==> config.mk <==
export PLATFORM = sky130hd
export DESIGN_NAME = imem_loader
export DESIGN_NICKNAME = d
export VERILOG_FILES = /design/src/rtl/tinychip_pkg.sv /design/src/rtl/xor_accumulator.sv /design/src/rtl/imem_loader.sv
export SDC_FILE = /design/constraint.sdc
export NUM_CORES = 1
export LEC_CHECK = 0
export BUFFER_PORTS_ARGS = -buffer_cell sky130_fd_sc_hd__buf_2
export CORE_MARGIN = 2
export CORE_UTILIZATION = 35
export DETAILED_ROUTE_END_ITERATION = 12
export GPL_TIMING_DRIVEN = 0
export PLACE_DENSITY_LB_ADDON = 0.2
export SYNTH_ARGS = -nofsm -noshare
export SYNTH_HDL_FRONTEND = slang
export SYNTH_SLANG_ARGS = --single-unit
==> constraint.sdc <==
create_clock -name clk -period 3.5 [get_ports clk]
set_input_delay 0.7 -clock clk [delete_from_list [all_inputs] [get_ports clk]]
set_output_delay 0.7 -clock clk [all_outputs]
set_load 0.01 [all_outputs]
==> src/rtl/tinychip_pkg.sv <==
// Shared constants and state encoding for the tinychip instruction-memory loader.
package tinychip_pkg;

  localparam int ADDR_W  = 8;
  localparam int INSTR_W = 9;

  typedef enum logic [2:0] {
    ST_IDLE,
    ST_LO,
    ST_HI,
    ST_WRITE,
    ST_CHK,
    ST_DONE,
    ST_ERR
  } loader_state_t;

endpackage

==> src/rtl/xor_accumulator.sv <==
// Running XOR of accepted bytes; used as the program checksum when
// IMEM_LOADER_CHECKSUM_EN is defined.
module xor_accumulator (
  input  logic       clk,
  input  logic       reset,
  input  logic       clear,
  input  logic       enable,
  input  logic [7:0] data,
  output logic [7:0] sum
);

  always_ff @(posedge clk or negedge reset) begin
    if (!reset) begin
      sum <= 8'h00;
    end else if (clear) begin
      sum <= 8'h00;
    end else if (enable) begin
      sum <= sum ^ data;
    end
  end

endmodule

==> src/rtl/imem_loader.sv <==
// Loads a host byte stream into instruction memory as 9-bit words while holding the core.
// Optional feature: define IMEM_LOADER_CHECKSUM_EN to require a trailing XOR checksum byte.
module imem_loader
  import tinychip_pkg::*;
(
  input  logic               clk,
  input  logic               reset,
  input  logic               start,
  input  logic [ADDR_W:0]    prog_len,
  input  logic               byte_valid,
  input  logic [7:0]         byte_data,
  output logic               byte_ready,
  output logic               imem_we,
  output logic [ADDR_W-1:0]  imem_addr,
  output logic [INSTR_W-1:0] imem_wdata,
  output logic               core_hold,
  output logic               busy,
  output logic               done,
  output logic               err
);

  localparam logic [ADDR_W:0] MAX_LEN = {1'b1, {ADDR_W{1'b0}}};
  localparam logic [ADDR_W:0] ONE     = 1;

`ifdef IMEM_LOADER_CHECKSUM_EN
  localparam loader_state_t END_ST = ST_CHK;
`else
  localparam loader_state_t END_ST = ST_DONE;
`endif

  loader_state_t   state, next_state;
  logic [ADDR_W:0] count, len_reg;
  logic [7:0]      lo_byte;
  logic            hi_bit;
  logic            load_start, take_lo, take_hi, advance, last_instr;

  assign last_instr = (count == len_reg - ONE);

  always_ff @(posedge clk or negedge reset) begin
    if (!reset) state <= ST_IDLE;
    else        state <= next_state;
  end

`ifdef IMEM_LOADER_CHECKSUM_EN
  logic [7:0] sum;

  xor_accumulator u_csum (
    .clk    (clk),
    .reset  (reset),
    .clear  (load_start),
    .enable (take_lo | take_hi),
    .data   (byte_data),
    .sum    (sum)
  );
`endif

  always_comb begin
    next_state = state;
    byte_ready = 1'b0;
    load_start = 1'b0;
    take_lo    = 1'b0;
    take_hi    = 1'b0;
    advance    = 1'b0;
    case (state)
      ST_IDLE, ST_DONE, ST_ERR: begin
        if (start) begin
          if (prog_len > MAX_LEN) begin
            next_state = ST_ERR;
          end else begin
            load_start = 1'b1;
            next_state = (prog_len == '0) ? END_ST : ST_LO;
          end
        end
      end
      ST_LO: begin
        byte_ready = 1'b1;
        if (byte_valid) begin
          take_lo    = 1'b1;
          next_state = ST_HI;
        end
      end
      ST_HI: begin
        byte_ready = 1'b1;
        if (byte_valid) begin
          // Only bit 0 of the high byte is meaningful; anything else aborts the load.
          if (byte_data[7:1] != 7'd0) begin
            next_state = ST_ERR;
          end else begin
            take_hi    = 1'b1;
            next_state = ST_WRITE;
          end
        end
      end
      ST_WRITE: begin
        if (last_instr) begin
          next_state = END_ST;
        end else begin
          advance    = 1'b1;
          next_state = ST_LO;
        end
      end
`ifdef IMEM_LOADER_CHECKSUM_EN
      ST_CHK: begin
        byte_ready = 1'b1;
        if (byte_valid) next_state = (byte_data == sum) ? ST_DONE : ST_ERR;
      end
`endif
      default: next_state = ST_IDLE;
    endcase
  end

  always_ff @(posedge clk or negedge reset) begin
    if (!reset) begin
      count   <= '0;
      len_reg <= '0;
      lo_byte <= 8'h00;
      hi_bit  <= 1'b0;
    end else begin
      if (load_start) begin
        count   <= '0;
        len_reg <= prog_len;
      end else if (advance) begin
        count <= count + ONE;
      end
      if (take_lo) lo_byte <= byte_data;
      if (take_hi) hi_bit  <= byte_data[0];
    end
  end

  assign imem_we    = (state == ST_WRITE);
  assign imem_addr  = count[ADDR_W-1:0];
  assign imem_wdata = {hi_bit, lo_byte};
  assign busy       = (state == ST_LO) || (state == ST_HI) ||
                      (state == ST_WRITE) || (state == ST_CHK);
  assign done       = (state == ST_DONE);
  assign err        = (state == ST_ERR);
  assign core_hold  = (state != ST_DONE);

endmodule

==> flow_metrics.tcl, run 1 <==
set metrics [dict create \
    status "completed" \
    end_kind "output pin" \
    worstPathCellList "clkbuf_1, nor2b_1, nand2_1, inv_1, buf_2" \
    cts-buffers-inserted 5 \
    multi_input_area_um2 1080 \
    ios 44 \
    die_area_um2 6350 \
    yosys-top-cells-area "dfrtp_1 37%, mux2_2 10%, mux2i_1 5.0%" \
    fp.dieH_um 79.7 \
    drv_cap 0 \
    synth_area_um2 2000 \
    synth.distinct_cells 43 \
    fillers 561 \
    crit_start "state[2]$_DFFE_PN0P_" \
    yosysTopAreaCellShare 0.375 \
    areaGrowthSynthToFinish_pct 19.8 \
    start_util 0.364 \
    groute.usage.overall 0.149 \
    io_buffer_count 43 \
    placed_cell_area_um2 2310 \
    skew_ps 4.77 \
    critPathKind "reg -> out" \
    synth_edf_count 0 \
    p_per_area_nw_per_um2 819 \
    grt_pass1_wl_um 7470 \
    firstDrtPassIters 4 \
    cp.arrival_ps 1650 \
    diodes 0 \
    tightest_slew_ps 684 \
    drv_slew 0 \
    synth_common_cells "30 x dfrtp_1, 18 x mux2_2, 17 x nand2_1, 12 x nor2_1" \
    synthCells 205 \
    regArea_um2 751 \
    rows 27 \
    tns_ps 0 \
    fin_crit_sh 0.671 \
    wl_per_cell_um 13.0 \
    drc 0 \
    wl_met3_um 227 \
    slew_headroom 0.544 \
    maxUsedRoutingLayer "met4" \
    drt_iter0_markers 79 \
    synth_top_cell_by_area "dfrtp_1" \
    path_max_fanout 9 \
    clock.fmax_mhz 426 \
    start_kind "register" \
    rsz0062_at_grt "false" \
    leakage_uw 0.00117 \
    vias 1625 \
    cp_data_required_time_ps 2800 \
    design.core.area_um2 5510 \
    cpPeakStageDelay_ps 370 \
    rr_startpoint "len_reg[0]$_DFFE_PN0P_" \
    yosysMostFrequentCell "dfrtp_1" \
    grt-ovfl-total 0 \
    antenna_left 0 \
    drt-met1-wl_um 2050 \
    clockRootBuffer "clkbuf_8" \
    ctsHtreeMaxLevel 2 \
    detail_route.vias_per_cell 4.95 \
    synth.avg_cell_area_um2 9.78 \
    drive_gt1_frac 0.375 \
    clock_path_buffers 2 \
    nNetsFinal 279 \
    hold_violations 0 \
    cts.sink_count 30 \
    cp_slowest_cell "dfrtp_1" \
    grt_pass1_vias 1603 \
    grt_max_degree 31 \
    crit_buf_inv 3 \
    ys_ff_latch 30 \
    place_hpwl_um 3120 \
    tritoncts "done" \
    cts_setup_buffers 0 \
    async_flop_share 1.00 \
    ctsResizeCount 0 \
    met2_length_um 1920 \
    gp_congestion 0.789 \
    die_width_um 79.7 \
    clkLatencyLatePin_ps 280 \
    synth_fp_nets 229 \
    min_period_ps 2350 \
    synth_ff_type "dfrtp_1" \
    min_path_type "in -> async" \
    ctsHoldBuffers 0 \
    setup_viol 0 \
    seq_area_frac_synth 0.375 \
    clk_pin_slew_ps 70 \
    antenna_found_initial 0 \
    vdd_drop_max_uv 374 \
    stdcell_area_um2 2400 \
    cpLargestDelayFamily "buffers and inverters" \
    ys_warn_count 0 \
    wirelength_um 4250 \
]
-- area by class of cell --
type,instances,share of cell area
multi-input cells,147,0.449
well taps,72,0.0375
clock inverters,1,0.00208
clock buffers,7,0.0360
repair buffers,43,0.0896
inverters,7,0.0109
flip-flops and latches,30,0.313
plain buffers,21,0.0620
-- cell families after synthesis --
family	after synthesis	synth area share
multiplexers	28	0.151
AO/OA/AOI/OAI	32	0.107
flip-flops	30	0.375
adder cells (fa/ha/maj)	3	0.0187
buffers and inverters	28	0.0874
XOR/XNOR	14	0.0649
AND/OR/NAND/NOR	70	0.197
-- per-layer routing --
| metal | global-route usage | vias to the layer above |
|---|---|---|
| met2 | 0.229 | 47 |
| met4 | 0.0517 | 0 |
| met1 | 0.206 | 765 |
| met5 | 0 | - |
| li1 | - | 806 |
| met3 | 0.0351 | 7 |
-- layout by cell type, fill, tap and decap left out, types with 7 or more instances in the layout --
master,synthesis,final
mux2_2,18,18
dfrtp_1,30,30
nor2_1,12,12
buf_4,10,10
xnor2_1,8,8
a21oi_1,10,10
buf_2,2,45
inv_1,7,7
nand2_1,17,17
mux2i_1,10,10
-- per-stage QoR --
stage | setup WS (ps) | total power, uW | hold slack [ps] | utilization | cells
CTS | 1110 | 1990 | 482 | 0.436 | 328
global route | 993 | 2150 | 517 | 0.436 | 328
global placement | 1020 | 1680 | 487 | 0.419 | 320
detailed placement | 995 | 1690 | 492 | 0.419 | 320
finish | 1150 | 1970 | 458 | 0.436 | 328
floorplan | 1450 | 1420 | 404 | - | 205
-- worst paths after layout --
check	depth (start not counted)	slack, ps	endpoint
worst max-delay path	5	1150	imem_we
worst min-delay path	1	460	lo_byte[5]$_DFFE_PN0P_
worst max register to register	9	1290	count[1]$_DFFE_PN0P_
worst min register to register	1	510	lo_byte[5]$_DFFE_PN0P_
max in group asynchronous	1	2600	len_reg[5]$_DFFE_PN0P_
min in group clk	1	510	lo_byte[5]$_DFFE_PN0P_
-- power by group --
part,total (uW),internal [uW],switching [uW]
Clock,288,158,130
Combinational,1040,505,538
Sequential,636,488,147
No activity file was read; power rests on OpenSTA's default activity.
==> run 2: changes to the inputs <==
Settings changed: ABC_AREA set to 1.
Clock period 3.5 ns to 2.25 ns, I/O delays scaled along.
==> run 2 against run 1 <==
Design area increased by 1.6%. Hold slack got worse by 270 ps. Non-clock buffer count decreased by 7. Sequential cell count unchanged.
==> flow_metrics.tcl, run 2 <==
set metrics [dict create \
    die_width_um 80.3 \
    regArea_um2 751 \
    critPathKind "reg -> out" \
    status "completed" \
    min_path_type "in -> async" \
    synth_edf_count 0 \
    fin_crit_sh 0.942 \
    seq_area_frac_synth 0.369 \
    drv_cap 0 \
    cts-buffers-inserted 5 \
    grt_pass1_wl_um 7800 \
    die_area_um2 6450 \
    firstDrtPassIters 4 \
    groute.usage.overall 0.158 \
    ios 44 \
    clk_pin_slew_ps 70 \
    ctsHoldBuffers 0 \
    start_kind "register" \
    crit-reg2reg-capture "count[6]$_DFFE_PN0P_" \
    cts.sink_count 30 \
    ctsHtreeMaxLevel 2 \
    rows 27 \
    min_period_ps 2120 \
    cp_common_cell "buf_2" \
    antenna_found_initial 0 \
    drt_iter0_markers 79 \
    cp_slowest_cell "dfrtp_1" \
    cpPeakStageDelay_ps 480 \
    synth_fp_nets 298 \
    p_per_area_nw_per_um2 1040 \
    async_flop_share 1.00 \
    nNetsFinal 348 \
    rr_startpoint "len_reg[0]$_DFFE_PN0P_" \
    fillers 602 \
    final_util 0.438 \
    start_util 0.365 \
    tritoncts "done" \
    drv_slew 0 \
    synth_top_cell_by_area "dfrtp_1" \
    rr_worst_depth 14 \
    crit_path_end "imem_we" \
    diodes 0 \
    slew_headroom 0.558 \
    hold_violations 0 \
    wl_per_cell_um 11.4 \
    mostFrequentLayoutCells "71 x nand2_1, 45 x buf_2, 34 x inv_1" \
    ys_warn_count 0 \
    skew_ps 7.54 \
    final_common_cell "nand2_1" \
    areaGrowthSynthToFinish_pct 19.8 \
    cp_data_required_time_ps 1800 \
    yosys-top-cells-area "dfrtp_1 37%, nand2_1 13%, inv_1 6.3%" \
    path_max_fanout 10 \
    rsz0062_at_grt "false" \
    synth.avg_cell_area_um2 7.43 \
    synth_area_um2 2040 \
    place_hpwl_um 3540 \
    multi_input_area_um2 1030 \
    worstPathCellList "nor3_4, buf_2, buf_2" \
    drc 0 \
    grt_max_degree 31 \
    detail_route.vias_per_cell 4.61 \
    fp.dieH_um 80.3 \
    grt_pass1_vias 1786 \
    clkLatencyLatePin_ps 280 \
    clock.fmax_mhz 472 \
    tns_ps 0 \
    synthCells 274 \
    ys_ff_latch 30 \
    gp_congestion 0.769 \
    io_buffer_count 43 \
    clockRootBuffer "clkbuf_8" \
    cp.arrival_ps 1670 \
    yosysTopAreaCellShare 0.369 \
    drive_gt1_frac 0.305 \
    rrSetupSlack_ps 400 \
    grt-ovfl-total 0 \
    setup_viol 0 \
    tightest_slew_ps 663 \
    yosysMostFrequentCell "nand2_1" \
    synth.distinct_cells 30 \
    vdd_drop_max_uv 636 \
    clock_path_buffers 2 \
    synth_common_cells "71 x nand2_1, 34 x inv_1, 30 x dfrtp_1, 22 x nor2_1, 15 x nand3_1" \
    antenna_left 0 \
    design.core.area_um2 5570 \
    end_kind "output pin" \
    wirelength_um 4530 \
    synth_ff_type "dfrtp_1" \
    crit_start "state[2]$_DFFE_PN0P_" \
    vias 1832 \
    leakage_uw 0.00130 \
]
[run 2: cell count changes after synthesis, sizes merged, moves of 10 or more]
cell / before / now
inv: 7 / 43
mux2: 18 / 3
mux2i: 10 / 0
nor2: 12 / 29
nand3: 5 / 22
nand2: 17 / 77
[run 2: cell families (layout without fill, tap and decap cells)]
| group | Yosys count | after routing | synth area share |
|---|---|---|---|
| flops | 30 | 30 | 0.369 |
| simple gates | 147 | 147 | 0.359 |
| mux | 3 | 3 | 0.0166 |
| buf+inv | 57 | 108 | 0.127 |
| xor+xnor | 8 | 8 | 0.0344 |
| fa+ha+maj | 3 | 3 | 0.0184 |
| compound gates | 26 | 26 | 0.0762 |
[run 2: area by class of cell]
type,count,share of cell area
multi-input cells,187,0.424
flip-flops and latches,30,0.308
repair buffers,43,0.0882
inverters,43,0.0662
plain buffers,14,0.0395
well taps,72,0.0369
clock buffers,7,0.0354
clock inverters,1,0.00205
[run 2: worst min path at each step]
stage | endpoint | slack, ps | cells past startpoint
detailed placement | lo_byte[1]$_DFFE_PN0P_ | 480 | 2
CTS | len_reg[5]$_DFFE_PN0P_ | 230 | 1
floorplan | count[0]$_DFFE_PN0P_ | 150 | 0
finish | len_reg[4]$_DFFE_PN0P_ | 190 | 1
global placement | lo_byte[1]$_DFFE_PN0P_ | 470 | 2
global route | len_reg[5]$_DFFE_PN0P_ | 260 | 1
[run 2: through the flow]
stage	instance area [um2]	hold WS, ps	setup WS, ps	power [uW]	cells
floorplan	2040	154	585	1760	274
global placement	2340	468	126	2080	389
detailed placement	2340	479	133	2100	389
CTS	2440	226	118	2580	397
global route	2440	260	44.8	2790	397
finish	2440	187	130	2550	397
[run 2: power by group]
group	switching (uW)	internal [uW]	leakage (uW)
sequential	168	721	0.000371
combinational	736	462	0.000883
clock	215	247	0.0000482
total	1120	1430	0.00130
[run 2: routing by layer]
metal	global-route usage	share of wire
met1	0.194	0.48
met5	0	0
met3	0.0326	0.046
met4	0.0593	0.014
met2	0.272	0.46
[run 2: repair_timing]
action | in CTS | in global routing
hold endpoints to repair | 0 | 0
gates resized for setup | 1 | 0
endpoints found under the setup margin | 1 | 0
buffers inserted | 0 | 0
[run 2: critical path, delay by kind of cell (launching register included)]
kind,cells,cell delay [ps]
buffers and inverters,2,480
and+or+nand+nor,1,430
DFF,1,480
